### src/rtl/wrr_req_buffer.sv
// Per-port ingress FIFOs feeding a weighted round-robin arbiter; the granted
// port's head entry is popped into a single registered valid/ready output stage.
module wrr_req_buffer #(
  parameter int WIDTH      = 2,
  parameter int DATA_WIDTH = 8,
  parameter int DEPTH      = 4
) (
  input  logic                        clk,
  input  logic                        rst,
  input  logic [WIDTH-1:0]            in_valid,
  input  logic [WIDTH*DATA_WIDTH-1:0] in_data,
  output logic [WIDTH-1:0]            in_ready,
  output logic [WIDTH-1:0]            req,
  input  logic [WIDTH-1:0]            grant,
  output logic                        out_valid,
  output logic [DATA_WIDTH-1:0]       out_data,
  output logic [WIDTH-1:0]            out_grant,
  input  logic                        out_ready
);

  localparam int AW = $clog2(DEPTH);
  localparam logic [AW:0] CNT_FULL = (AW+1)'(DEPTH);

  logic [DATA_WIDTH-1:0] r_mem    [WIDTH][DEPTH];
  logic [AW-1:0]         r_rd_ptr [WIDTH];
  logic [AW-1:0]         r_wr_ptr [WIDTH];
  logic [AW:0]           r_cnt    [WIDTH];
  logic                  r_out_valid;
  logic [DATA_WIDTH-1:0] r_out_data;
  logic [WIDTH-1:0]      r_out_grant;

  logic                  w_advance;
  logic [WIDTH-1:0]      w_push;
  logic [WIDTH-1:0]      w_grant_req;
  logic [WIDTH-1:0]      w_pop;
  logic [DATA_WIDTH-1:0] w_pop_data;

  // Requests are withheld entirely while the output register is stalled.
  assign w_advance = ~r_out_valid | out_ready;

  // NOTE: every always_comb output gets a default first so no path leaves it unassigned (no latch).
  always_comb begin
    in_ready = '0;
    req      = '0;
    for (int i = 0; i < WIDTH; i++) begin
      in_ready[i] = (r_cnt[i] != CNT_FULL) & ~rst;
      req[i]      = (r_cnt[i] != '0) & w_advance & ~rst;
    end
  end

  assign w_push      = in_valid & in_ready;
  assign w_grant_req = grant & req;
  // Isolate the lowest set bit so an illegal multi-hot grant pops one port only.
  assign w_pop       = w_grant_req & (~w_grant_req + 1'b1);

  always_comb begin
    w_pop_data = '0;
    for (int i = 0; i < WIDTH; i++) begin
      if (w_pop[i]) w_pop_data = r_mem[i][r_rd_ptr[i]];
    end
  end

  // NOTE: storage has no reset; cleared pointers and counts make stale contents unreachable.
  always_ff @(posedge clk) begin
    for (int i = 0; i < WIDTH; i++) begin
      if (w_push[i]) r_mem[i][r_wr_ptr[i]] <= in_data[i*DATA_WIDTH +: DATA_WIDTH];
    end
  end

  // NOTE: sequential state uses non-blocking assignments so all registers update from pre-edge values.
  always_ff @(posedge clk or posedge rst) begin
    if (rst) begin
      for (int i = 0; i < WIDTH; i++) begin
        r_rd_ptr[i] <= '0;
        r_wr_ptr[i] <= '0;
        r_cnt[i]    <= '0;
      end
    end else begin
      for (int i = 0; i < WIDTH; i++) begin
        if (w_push[i]) r_wr_ptr[i] <= r_wr_ptr[i] + 1'b1;
        if (w_pop[i])  r_rd_ptr[i] <= r_rd_ptr[i] + 1'b1;
        if (w_push[i] && !w_pop[i])      r_cnt[i] <= r_cnt[i] + 1'b1;
        else if (!w_push[i] && w_pop[i]) r_cnt[i] <= r_cnt[i] - 1'b1;
      end
    end
  end

  always_ff @(posedge clk or posedge rst) begin
    if (rst) begin
      r_out_valid <= 1'b0;
      r_out_data  <= '0;
      r_out_grant <= '0;
    end else if (|w_pop) begin
      r_out_valid <= 1'b1;
      r_out_data  <= w_pop_data;
      r_out_grant <= w_pop;
    end else if (out_ready) begin
      r_out_valid <= 1'b0;
    end
  end

  assign out_valid = r_out_valid;
  assign out_data  = r_out_data;
  assign out_grant = r_out_grant;

endmodule

### config.mk
export PLATFORM = sky130hd
export DESIGN_NAME = wrr_req_buffer
export DESIGN_NICKNAME = d
export VERILOG_FILES = /design/src/rtl/wrr_req_buffer.sv
export SDC_FILE = /design/constraint.sdc
export NUM_CORES = 1
export LEC_CHECK = 0
export BUFFER_PORTS_ARGS = -buffer_cell sky130_fd_sc_hd__buf_2
export CAP_MARGIN = 25
export CELL_PAD_IN_SITES_DETAIL_PLACEMENT = 0
export CELL_PAD_IN_SITES_GLOBAL_PLACEMENT = 1
export CORE_UTILIZATION = 49
export CTS_CLUSTER_SIZE = 40
export DETAILED_ROUTE_END_ITERATION = 12
export HOLD_SLACK_MARGIN = 0.12
export PLACE_DENSITY_LB_ADDON = 0.1
export REMOVE_ABC_BUFFERS = 1
export SETUP_SLACK_MARGIN = 0.15
export SLEW_MARGIN = 20
export SYNTH_ARGS = -nofsm -noshare
export SYNTH_HDL_FRONTEND = slang
export SYNTH_SLANG_ARGS = --single-unit
### constraint.sdc
create_clock -name clk -period 2.65 [get_ports clk]
set_input_delay 0.3975 -clock clk [delete_from_list [all_inputs] [get_ports clk]]
set_output_delay 0.3975 -clock clk [all_outputs]
set_load 0.02 [all_outputs]
# --- After elaboration in Yosys (flattened, before gate mapping) ---
# Memory sizes are Yosys's and may differ from the RTL's.
# Cells that the tools add are included.
op_classes:
  n_addsub: 9
  order_cmp: 6
  eq_ne: 2
  mux: 22
  bitwise: 17
  reduce_logical: 16
ops:
  columns: ["op", "n"]
  rows:
  - ["two-way mux 32 bit", 2]
  - ["two-way mux 8 bit", 8]
  - ["binary-select mux 8 bit (select 2 bit)", 2]
  - ["demux 8 bit (select 2 bit)", 2]
  - [">= comparator 3 bit, second input constant", 4]
  - ["two-way mux 3 bit", 4]
  - ["inverter 2 -> 3 bit", 4]
  - ["adder 2 x 1 -> 2 bit, second input constant", 5]
  - ["adder 3 x 1 -> 3 bit, second input constant", 2]
  - ["AND 1 bit", 6]
  - ["AND 2 bit", 3]
  - ["logical AND 1 bit", 6]
  - ["< comparator 3 x 1 -> 1 bit, second input constant", 2]
  - ["inequality test 3 bit, second input constant", 2]
  - ["nonzero test 2 bit", 3]
  - ["nonzero test 3 bit", 2]
  - ["subtractor 3 x 1 -> 3 bit, second input constant", 2]
  - ["logical NOT 1 bit", 4]
  - ["two-way mux 1 bit", 4]
  - ["inverter 1 bit", 2]
  - ["inverter 2 bit", 1]
  - ["OR reduction 2 bit", 1]
  - ["bitwise OR 1 bit", 1]
word_totals:
  regBits: 25
  ram_bits: 64
  inputBits: 23
  out_inout_bits: 15
  wordCells: 82
  memories: 1
memory_table:
  columns: ["name", "words", "word_bits", "read_ports", "rd_ports_with_merged_regs", "wr", "line_no", "source"]
  rows:
  - ["r_mem", 2, 32, 2, 0, 2, "24", "logic [DATA_WIDTH-1:0] r_mem [WIDTH][DEPTH];"]

# --- Logic depth before layout (Yosys ltp) ---
# Gate-level depths: netlist (run 1).
depth:
  word_depth: 11
  ltp_mapped: 10
  ltp_nobuf: 10

# --- Worst setup path before layout (run 1) ---
# OpenSTA, ideal clock, no wires.
synth_path:
  path_kind: "flip-flop to flip-flop"
  start: "register r_cnt[0] (netlist name)"
  end: "register r_cnt[2] (netlist name)"
  setup_time_ns: 0.079
  t_arrival_ns: 2.194
  required_ns: 2.571
  setup_slack_ns: 0.377
  path_stages_with_launch: 10
  n_path_buf: 0
  synth_period_minus_slack_ns: 2.273
  path_cell_list: "dfrtp_1 nor2_1 a21oi_1 and2_2 ha_1 inv_1 fa_1 xor2_1 nor2_1 xor2_1"
synth_via:
  elab_cells_between_ends: 19
  classes_between: "add/sub (3); eq/ne (1); mux (2); bitwise (7); reduce/logical (6)"
synth_lines:
  columns: ["item", "line_no", "source"]
  rows:
  - ["start: declaration", "27", "logic [AW:0] r_cnt [WIDTH];"]
  - ["start signal: indexed assignment", "82", "if (w_push[i] && !w_pop[i]) r_cnt[i] <= r_cnt[i] + 1'b1;"]
  - ["start signal: indexed assignment", "83", "else if (!w_push[i] && w_pop[i]) r_cnt[i] <= r_cnt[i] - 1'b1;"]
  - ["inequality test 3 bit *", "46", "in_ready[i] = (r_cnt[i] != CNT_FULL) & ~rst;"]
  - ["AND 1 bit *", "46", null]
  - ["net in_ready[1]", "12", "output logic [WIDTH-1:0] in_ready,"]
  - ["AND 2 bit *", "51", "assign w_push = in_valid & in_ready;"]
  - ["net w_push[1]", "33", "logic [WIDTH-1:0] w_push;"]
  - ["logical NOT 1 bit", "83", null]
  - ["logical AND 1 bit", "83", null]
  - ["nonzero test 2 bit (no line)", null, null]
# Mark *: on every way through the listed nets, which the timed path passes. The rest lies on a longest branch. The select of a mux whose other input is x is not followed.
# A chain may end at the register's enable or synchronous reset.

# --- Final worst setup path (run 1) ---
layout_path:
  start: "register r_cnt[3] (netlist name)"
  end: "register r_cnt[1] (netlist name)"
layout_via:
  elab_chain_cells: 10
  elab_cells_between_ends: 12
  classes_between: "add/sub (1); mux (1); bitwise (5); reduce/logical (5)"
layout_rtl:
  columns: ["item", "line_no", "source"]
  rows:
  - ["nonzero test 3 bit *", "47", "req[i] = (r_cnt[i] != '0) & w_advance & ~rst;"]
  - ["AND 1 bit * (2 in series)", "47", null]
  - ["AND 2 bit *", "52", "assign w_grant_req = grant & req;"]
  - ["inverter 2 bit *", "54", "assign w_pop = w_grant_req & (~w_grant_req + 1'b1);"]
  - ["adder 2 x 1 -> 2 bit *", "54", null]
  - ["AND 2 bit *", "54", null]
  - ["logical NOT 1 bit", "82", null]
  - ["logical AND 1 bit", "82", null]
  - ["two-way mux 3 bit / nonzero test 2 bit (equally long branches)", null, null]
# Every way passes the cells marked *; elsewhere a longest branch is shown, timed or not.

==> results of run 1 <==
[worst max-delay path, cell delays in order, from the launching register on]
cell and delay (ps):
dfrtp_1 430, or3_1 400, and3_4 210, clkinv_4 130, nand2_1 100, ha_1 210
inv_1 70, fa_1 400, mux2_2 260
[where the power goes]
| part | internal (mW) | switching (mW) | total [mW] |
|---|---|---|---|
| sequential | 1.80 | 0.309 | 2.11 |
| combinational | 0.588 | 0.555 | 1.14 |
| clock | 0.537 | 0.461 | 0.998 |
| total | 2.93 | 1.33 | 4.25 |
[routing by layer]
metal | track usage | share of wire
met5 | 0 | 0
met3 | 0.0364 | 0.041
met2 | 0.236 | 0.46
met4 | 0.0748 | 0.0098
met1 | 0.254 | 0.49
[cells in the final DEF (no fill, tap or decap), types with 2 or more instances in the layout]
master and n:
inv_6 2, ha_1 10, xnor2_1 8, and3_1 9, edfxtp_1 64, and2_2 2
nor2_1 14, buf_2 37, buf_4 4, and3_4 2, inv_1 7, a21oi_1 18
xor2_1 4, dfrtp_1 25, bufinv_16 2, nand3_2 2, nand2_1 12, clkbuf_8 9
mux2_2 4, fa_1 2, mux4_2 16
[area by class of cell]
cell class              count  share of cell area
clock buffers              10              0.0305
multi-input cells         110               0.246
clock inverters             6              0.0216
inverters                   8             0.00839
well taps                  99              0.0296
repair buffers             42              0.0539
flip-flops and latches     89               0.610
[logic make-up after synthesis]
group,after synthesis
AOI/OAI and AO/OA,18
xor gates and xnor gates,12
adders and majority gates,12
buffers and inverters,15
DFF,89
muxes,20
and+or+nand+nor,48
[final timing paths]
| path | slack, ps | end |
|---|---|---|
| max in group asynchronous | 1420 | r_rd_ptr[0]$_DFFE_PP0N_ |
| worst min register to register | 490 | out_grant[0]$_DFFE_PP0P_ |
| worst max-delay path | 320 | r_cnt[1]$_DFFE_PP0P_ |
| min in group asynchronous | 650 | r_wr_ptr[2]$_DFFE_PP0P_ |
| worst min-delay path | 270 | r_mem[0][43]$_DFFE_PP_ |
| worst max register to register | 320 | r_cnt[1]$_DFFE_PP0P_ |
[through the flow]
stage               total power, mW  instances  hold slack, ps
detailed placement             3.31        347             474
CTS                            4.31        364             250
floorplan                      2.92        207             435
global route                   4.52        364             250
finish                         4.25        364             269
global placement               3.30        347             479
[sequential cells by signal, summed over array words and instances, names as in the netlist]
| name | cells |
|---|---|
| r_cnt | 6 |
| r_wr_ptr | 4 |
| out_valid | 1 |
| r_rd_ptr | 4 |
| out_data | 8 |
| out_grant | 2 |
| r_mem | 64 |
==> qor.yml, run 1 <==
status:
  status: "complete, no violations"
route:
  routed_via_density: 5.13
  routed_wl_um: 5900
  dr_total_vias: 1866
  drtPass1Iterations: 4
  routedWlPerCell_um: 16.2
  drtIter0Drc: 136
  final_antenna_net_count: 0
  route.detailed.drc: 0
critical_path:
  crit_required_ps: 2880
  r2r_start: "r_cnt[3]$_DFFE_PP0P_"
  crit_path_end_kind: "register"
  r2r_cells: 8
  worstSetupPathType: "register to register"
  path_max_fanout: 14
  crit_path_start_kind: "register"
  crit_arrival_ps: 2550
  cp-startpoint: "r_cnt[3]$_DFFE_PP0P_"
sta:
  finalMaxSlewViolations: 0
  relSlewSlack: 0.576
  rsz0062_at_grt: "false"
  setup_tns_ps: 0
  fin_ws_ps: 322
  skew_ps: 8.44
  setup_viol_count_final: 0
  tightest_slew_ps: 636
  timing.fmax_ghz: 0.429
  finalCriticalPeriod_ps: 2330
  finalHoldViolations: 0
  post-route-period-util: 0.879
placed_design:
  placed_cell_area_mm2: 0.00395
  io_buffers: 37
  pre_cts_slack_ps: 319
  routabilityCongestion: 0.735
  hpwl_um: 4160
finish:
  multi_input_area_mm2: 0.00103
  n_fill_cell: 572
  layout.nets: 295
  seq_area_mm2: 0.00255
  finalInstanceArea_mm2: 0.00418
  diodes: 0
  layout-drive-gt1-share: 0.325
  synthToLayoutAreaGrowth_pct: 13.8
  final_util: 0.576
grt:
  first_global_vias: 1799
  grt.total_usage: 0.169
  grt_pass1_wl_um: 9270
  grt_antenna_before_repair: 0
  overflow: 0
  grt_max_degree: 16
logic_synthesis:
  ys_ff_latch: 89
  synthAdderAreaFrac: 0.0450
  synth_top_area_frac: 0.524
  syn_area_per_cell_um2: 17.2
  yosys_most_used_dff: "edfxtp_1"
  synthXorXnorAreaFrac: 0.0286
  ys_types: 28
  synth_area_leaders: "edfxtp_1 (52%), dfrtp_1 (17%), mux4_2 (9.8%)"
  synth-edff-count: 64
  syn_area_mm2: 0.00367
  ys_seq_area_frac: 0.694
  yosys.area.top_type: "edfxtp_1"
  synth_top_family_by_area: "multiplexers"
  syn_inst: 214
  muxShareOfSynthArea: 0.110
  yosys-top-cells-count: "edfxtp_1 (64), dfrtp_1 (25), a21oi_1 (18)"
  synth-compound-area-share: 0.0245
  yosysMostFrequentCell: "edfxtp_1"
  synthArstFlopShare: 0.281
  yosys.area_share.simple: 0.0716
  yosysWarnings: 0
cts:
  h-tree-depth: 3
  cts_tree: "built"
  root_buffer: "clkbuf_8"
  numCtsBuffers: 9
  postCtsSetupBuffers: 0
  clock_sinks: 89
  cts_buffer_depth: 2
  postCtsResizedCells: 0
  hold_buffers: 1
  clk_latency_ps: 340
  clkTransAtPathRegs_ps: 90
die:
  initial_core_util: 0.506
  die_w_um: 88.6
  ios: 38
  core-area_mm2: 0.00725
  rows: 31
  die_area_mm2: 0.00784
  die_h_um: 88.6
worst_hold_path:
  holdPathStages: 1
  min_from: "in_data[11]"
  hp-class: "input port to register"
run:
  maxCapViolations: 0
pwr:
  peakVddDrop_v: 0.000449
  leakage_nw: 1.59
  cellPowerDensity_mw_per_mm2: 1020
No activity file was read; power rests on OpenSTA's default activity.
==> inputs of run 2 (changes only) <==
--- a/config.mk
+++ b/config.mk
@@ -12,8 +12,10 @@
 export CORE_UTILIZATION = 49
 export CTS_CLUSTER_SIZE = 40
 export DETAILED_ROUTE_END_ITERATION = 12
+export GPL_TIMING_DRIVEN = 0
 export HOLD_SLACK_MARGIN = 0.12
 export PLACE_DENSITY_LB_ADDON = 0.1
+export RECOVER_POWER = 25
 export REMOVE_ABC_BUFFERS = 1
 export SETUP_SLACK_MARGIN = 0.15
 export SLEW_MARGIN = 20
==> run 2 against run 1 <==
Against the previous run:
- power is 4.3% lower
- cell count is 0.27% lower
- register-to-register slack worse by 20 ps
- critical path type unchanged
- combinational power hardly changed
- sequential share of layout area is 0.59 points higher
- core utilization is 0.50 points lower
- worst hold slack better by 14 ps
- setup slack worse by 20 ps
- first-iteration DRC count is 27% lower
==> qor.yml, run 2 (synthesized netlist as in run 1, its figures left out) <==
pwr:
  pwr-share-seq: 0.517
  clockPowerShare: 0.204
  peakVddDrop_v: 0.000553
  power.switching_mw: 1.34
  p_int_mw: 2.74
  leakage_nw: 1.53
  cellPowerDensity_mw_per_mm2: 983
  power_mw: 4.07
  p_comb_frac: 0.280
  switching_share: 0.328
finish:
  most-common-layout-cells: "edfxtp_1 (64), buf_2 (24), dfrtp_1 (23), a21oi_1 (18), mux4_2 (16)"
  n_fill_cell: 611
  finalInstanceArea_mm2: 0.00414
  multi_input_area_mm2: 0.00103
  synthToLayoutAreaGrowth_pct: 12.8
  layout_commonest_cell: "edfxtp_1"
  largest_register_ffs: 64
  layout-drive-gt1-share: 0.288
  seq_area_mm2: 0.00255
  diodes: 0
  layout.nets: 294
route:
  routedWlPerCell_um: 16.5
  dr_total_vias: 1890
  routed_via_density: 5.21
  drtIter0Drc: 99
  routed_wl_um: 6010
  route.detailed.drc: 0
  drtPass1Iterations: 4
  final_antenna_net_count: 0
worst_hold_path:
  holdPathStages: 1
  min_from: "in_data[1]"
  hp-class: "input port to register"
placed_design:
  routabilityCongestion: 0.658
  io_buffers: 37
  hpwl_um: 4220
  placed_cell_area_mm2: 0.00395
cts:
  root_buffer: "clkbuf_8"
  cts_tree: "built"
  numCtsBuffers: 9
  clk_latency_ps: 350
  clkTransAtPathRegs_ps: 80
  cts_buffer_depth: 2
  clock_sinks: 89
  h-tree-depth: 3
grt:
  overflow: 0
  grt.total_usage: 0.176
  grt_pass1_wl_um: 9560
  grt_antenna_before_repair: 0
  grt_max_degree: 19
  first_global_vias: 1813
die:
  rows: 31
  die_h_um: 88.6
  die_area_mm2: 0.00784
  core-area_mm2: 0.00725
  initial_core_util: 0.506
  die_w_um: 88.6
  ios: 38
critical_path:
  crit_required_ps: 2880
  crit_buf_inv: 2
  cp_num_cells: 8
  crit_path_cell_trace: "or3_1, and3_4, clkinv_4, nand2_1, ha_1, inv_1, fa_1, mux2_2"
  r2r_start: "r_cnt[3]$_DFFE_PP0P_"
  cp_slowest_cell: "dfrtp_2"
  max_stage_delay_ps: 450
  crit_arrival_ps: 2580
  path_max_fanout: 14
  crit_path_start_kind: "register"
  r2r_cells: 8
  crit_path_end_kind: "register"
  worstSetupPathType: "register to register"
  cp-startpoint: "r_cnt[3]$_DFFE_PP0P_"
  cpLargestDelayFamily: "simple AND/OR/NAND/NOR gates"
sta:
  finalCriticalPeriod_ps: 2350
  relSlewSlack: 0.582
  skew_ps: 8.31
  rsz0062_at_grt: "true"
  setup_tns_ps: 0
  finalMaxSlewViolations: 0
  timing.fmax_ghz: 0.426
  post-route-period-util: 0.886
  tightest_slew_ps: 627
  finalHoldViolations: 0
  setup_viol_count_final: 0
run:
  maxCapViolations: 0
status:
  status: "complete, no violations"
-- run 2: final timing paths --
path                                       endpoint  slack, ps
hold reg to reg            out_grant[0]$_DFFE_PP0P_        480
hold / removal                r_mem[0][9]$_DFFE_PP_        280
setup / recovery               r_cnt[1]$_DFFE_PP0P_        300
min in group asynchronous      r_cnt[1]$_DFFE_PP0P_        620
setup reg to reg               r_cnt[1]$_DFFE_PP0P_        300
max in group asynchronous      r_cnt[3]$_DFFE_PP0P_       1670
-- run 2: area by class of cell --
type | instances | share of cell area
Inverter | 8 | 0.00937
Sequential cell | 89 | 0.616
Clock buffer | 9 | 0.0299
Timing Repair Buffer | 41 | 0.0535
Tap cell | 99 | 0.0299
Clock inverter | 7 | 0.0133
Multi-Input combinational cell | 110 | 0.248
-- run 2: metal layers --
layer,vias up,wire length (um),track usage
met5,-,0,0
met4,0,92,0.0660
met3,10,287,0.0485
met2,42,2930,0.273
met1,947,2700,0.241
li1,891,-,-
-- run 2: repair_timing --
action | in CTS | in global routing
endpoints found under the hold margin | 8 | 0
hold buffers | 1 | 0
buffers inserted | 0 | 2
resized for setup | 0 | 3
endpoints found under the setup margin | 0 | 3
-- run 2: power groups by stage --
stage	registers [mW]	clock network [mW]	logic [mW]
global placement	2.13	0	1.13
floorplan	2.16	0	0.755
CTS	2.11	0.854	1.16
global route	2.16	0.907	1.27
finish	2.10	0.829	1.14
detailed placement	2.14	0	1.15
-- run 2: metrics by stage --
step | hold slack, ps | setup WS (ps) | utilization | instances
global route | 266 | 146 | 0.571 | 363
global placement | 467 | 234 | 0.540 | 343
finish | 283 | 301 | 0.571 | 363
CTS | 245 | 251 | 0.570 | 361
floorplan | 435 | 377 | - | 207
detailed placement | 461 | 221 | 0.544 | 344
==> inputs of run 3 (changes only) <==
--- a/config.mk
+++ b/config.mk
@@ -5,11 +5,12 @@
 export SDC_FILE = /design/constraint.sdc
 export NUM_CORES = 1
 export LEC_CHECK = 0
+export ABC_AREA = 1
 export BUFFER_PORTS_ARGS = -buffer_cell sky130_fd_sc_hd__buf_2
 export CAP_MARGIN = 25
 export CELL_PAD_IN_SITES_DETAIL_PLACEMENT = 0
 export CELL_PAD_IN_SITES_GLOBAL_PLACEMENT = 1
-export CORE_UTILIZATION = 49
+export CORE_UTILIZATION = 47
 export CTS_CLUSTER_SIZE = 40
 export DETAILED_ROUTE_END_ITERATION = 12
 export GPL_TIMING_DRIVEN = 0
==> run 3 against run 2 <==
Against the previous run:
- cell count increased by 43%
- register-to-register slack improved by 70 ps
- power grew 15%
- wire length rose by 23%
- critical path depth rose by 1
- flip-flop and latch count did not move
- design area increased by 10%
- clock skew is essentially flat
- critical endpoint is now r_cnt[2]$_DFFE_PP0P_
- largest power group unchanged
- highest routed layer unchanged
==> qor.yml, run 3 <==
status:
  status: "complete, no violations"
grt:
  use_met2: 0.267
  grtUsageMet3: 0.0470
  grt_max_degree: 29
  overflow: 0
  top_usage_layer: "met2"
  grt_antenna_before_repair: 0
  grt.total_usage: 0.177
  grt_pass1_wl_um: 11600
  use_met1: 0.234
  first_global_vias: 2427
logic_synthesis:
  yosys-top-cells-count: "nand2_1 (85), edfxtp_1 (64), nor2_1 (41)"
  syn_area_mm2: 0.00408
  yosys_most_used_dff: "edfxtp_1"
  syn_area_per_cell_um2: 11.0
  ys_seq_area_frac: 0.624
  ys_ff_latch: 89
  synthArstFlopShare: 0.281
  synth-edff-count: 64
  ys_types: 29
  synth_area_leaders: "edfxtp_1 (47%), dfrtp_1 (15%), nand2_1 (7.8%)"
  syn_inst: 371
  yosysMostFrequentCell: "nand2_1"
  synth_top_area_frac: 0.471
  yosysWarnings: 0
  yosys.area.top_type: "edfxtp_1"
cts:
  numCtsBuffers: 9
  clkTransAtPathRegs_ps: 90
  cts_tree: "built"
  h-tree-depth: 3
  postCtsResizedCells: 0
  cts_buffer_depth: 2
  clk_latency_ps: 360
  clock_sinks: 89
  root_buffer: "clkbuf_8"
  hold_buffers: 0
  postCtsSetupBuffers: 0
die:
  initial_core_util: 0.492
  die_h_um: 95.2
  core-area_mm2: 0.00830
  die_w_um: 95.2
  rows: 33
  ios: 38
  die_area_mm2: 0.00906
critical_path:
  cp_slowest_cell: "dfrtp_1"
  crit_arrival_ps: 2520
  crit_required_ps: 2890
  crit_path_cell_trace: "a21oi_4, nand3_4, nand2_1, ha_1, inv_1, fa_1, a21oi_1, o21ai_0, xor2_1"
  path_max_fanout: 13
  max_stage_delay_ps: 440
  r2r_start: "out_valid$_DFFE_PP0P_"
  crit_path_end_kind: "register"
  r2r_cells: 9
  worstSetupPathType: "register to register"
  crit_path_start_kind: "register"
  worstReg2RegEnd: "r_cnt[2]$_DFFE_PP0P_"
  ff2ff_setup_slack_ps: 370
placed_design:
  routabilityCongestion: 0.718
  io_buffers: 37
  hpwl_um: 4810
  placed_cells: 502
sta:
  finalMaxSlewViolations: 0
  relSlewSlack: 0.387
  finalCriticalPeriod_ps: 2280
  timing.fmax_ghz: 0.438
  skew_ps: 8.34
  setup_tns_ps: 0
  tightest_slew_ps: 916
  post-route-period-util: 0.862
  setup_viol_count_final: 0
  rsz0062_at_grt: "false"
  finalHoldViolations: 0
worst_hold_path:
  hp-class: "input port to async pin"
pwr:
  cellPowerDensity_mw_per_mm2: 1030
  peakVddDrop_v: 0.000561
  leakage_nw: 1.97
route:
  routed_wl_um: 7410
  route.detailed.drc: 0
  routed_via_density: 4.85
  drtIter0Drc: 99
  drtPass1Iterations: 4
  routedWlPerCell_um: 14.3
  dr_total_vias: 2517
  final_antenna_net_count: 0
finish:
  layout-drive-gt1-share: 0.198
  largest_register_ffs: 64
  layout.nets: 444
  n_fill_cell: 725
  most-common-layout-cells: "nand2_1 (85), edfxtp_1 (64), nor2_1 (41), inv_1 (35), dfrtp_1 (25)"
  diodes: 0
  final_cells: 519
  synthToLayoutAreaGrowth_pct: 11.8
  layout_commonest_cell: "nand2_1"
run:
  maxCapViolations: 0
==> run 3: cell count changes after synthesis, sizes merged, moves of 4 or more <==
cell   delta
mux4     -16
and3     -12
nand3    +41
xnor2     -6
inv      +42
o21ai    +21
a21oi    -13
nand2    +74
buf       +5
nor2     +28
mux2      -4
==> run 3: area by class of cell <==
type                       instances  area [um^2]  area share
timing repair buffer              37          169      0.0370
tap                              105          131      0.0288
sequential                        89         2550       0.559
inverter                          50          190      0.0417
clock inverter                     7          141      0.0310
multi-input combinational        222         1260       0.276
clock buffer                       9          124      0.0272
==> run 3: critical path: cells and delay by family (launching register included) <==
| family | cells | cell delay [ps] |
|---|---|---|
| adder cells (fa/ha/maj) | 2 | 540 |
| flip-flops | 1 | 440 |
| AO/OA/AOI/OAI | 3 | 520 |
| buffers and inverters | 1 | 60 |
| AND/OR/NAND/NOR | 2 | 450 |
| XOR/XNOR | 1 | 150 |
==> run 3: kinds of logic after synthesis <==
| kind of cell | share of synthesized area |
|---|---|
| and+or+nand+nor | 0.208 |
| DFF | 0.624 |
| buffers and inverters | 0.0699 |
| AOI/OAI and AO/OA | 0.0405 |
| adders and majority gates | 0.0405 |
| xor gates and xnor gates | 0.0172 |
==> run 3: worst max-delay path by stage <==
stage                     slack [ps]                   from                   end  depth (start not counted)
after floorplan                  220                    rst  r_cnt[5]$_DFFE_PP0P_                          9
after global placement          -400                    rst  r_cnt[2]$_DFFE_PP0P_                         10
after detailed placement          40                    rst  r_cnt[5]$_DFFE_PP0P_                         10
after CTS                        210  out_valid$_DFFE_PP0P_  r_cnt[2]$_DFFE_PP0P_                          9
after global routing             170                    rst  r_cnt[5]$_DFFE_PP0P_                         10
final                            370  out_valid$_DFFE_PP0P_  r_cnt[2]$_DFFE_PP0P_                          9
==> run 3: layer usage <==
layer / share of wire / vias up
li1: - / 1288
met1: 0.49 / 1174
met2: 0.45 / 43
met3: 0.044 / 12
met4: 0.020 / 0
met5: 0 / -
==> run 3: stage by stage <==
step / area [um^2] / setup slack [ps] / util / hold WS [ps] / total power [mW]
after floorplan: 3990 / 225 / - / 465 / 3.09
after global placement: 4300 / -401 / 0.518 / 456 / 3.50
after detailed placement: 4300 / 35.4 / 0.518 / 494 / 3.54
after CTS: 4570 / 210 / 0.550 / 180 / 4.74
after global routing: 4560 / 165 / 0.550 / 212 / 5.01
final: 4560 / 367 / 0.550 / 166 / 4.69
==> run 3: power breakdown <==
part | total (mW) | internal [mW] | switching [mW]
sequential | 2.08 | 1.78 | 0.292
combinational | 1.41 | 0.497 | 0.916
clock | 1.20 | 0.723 | 0.475
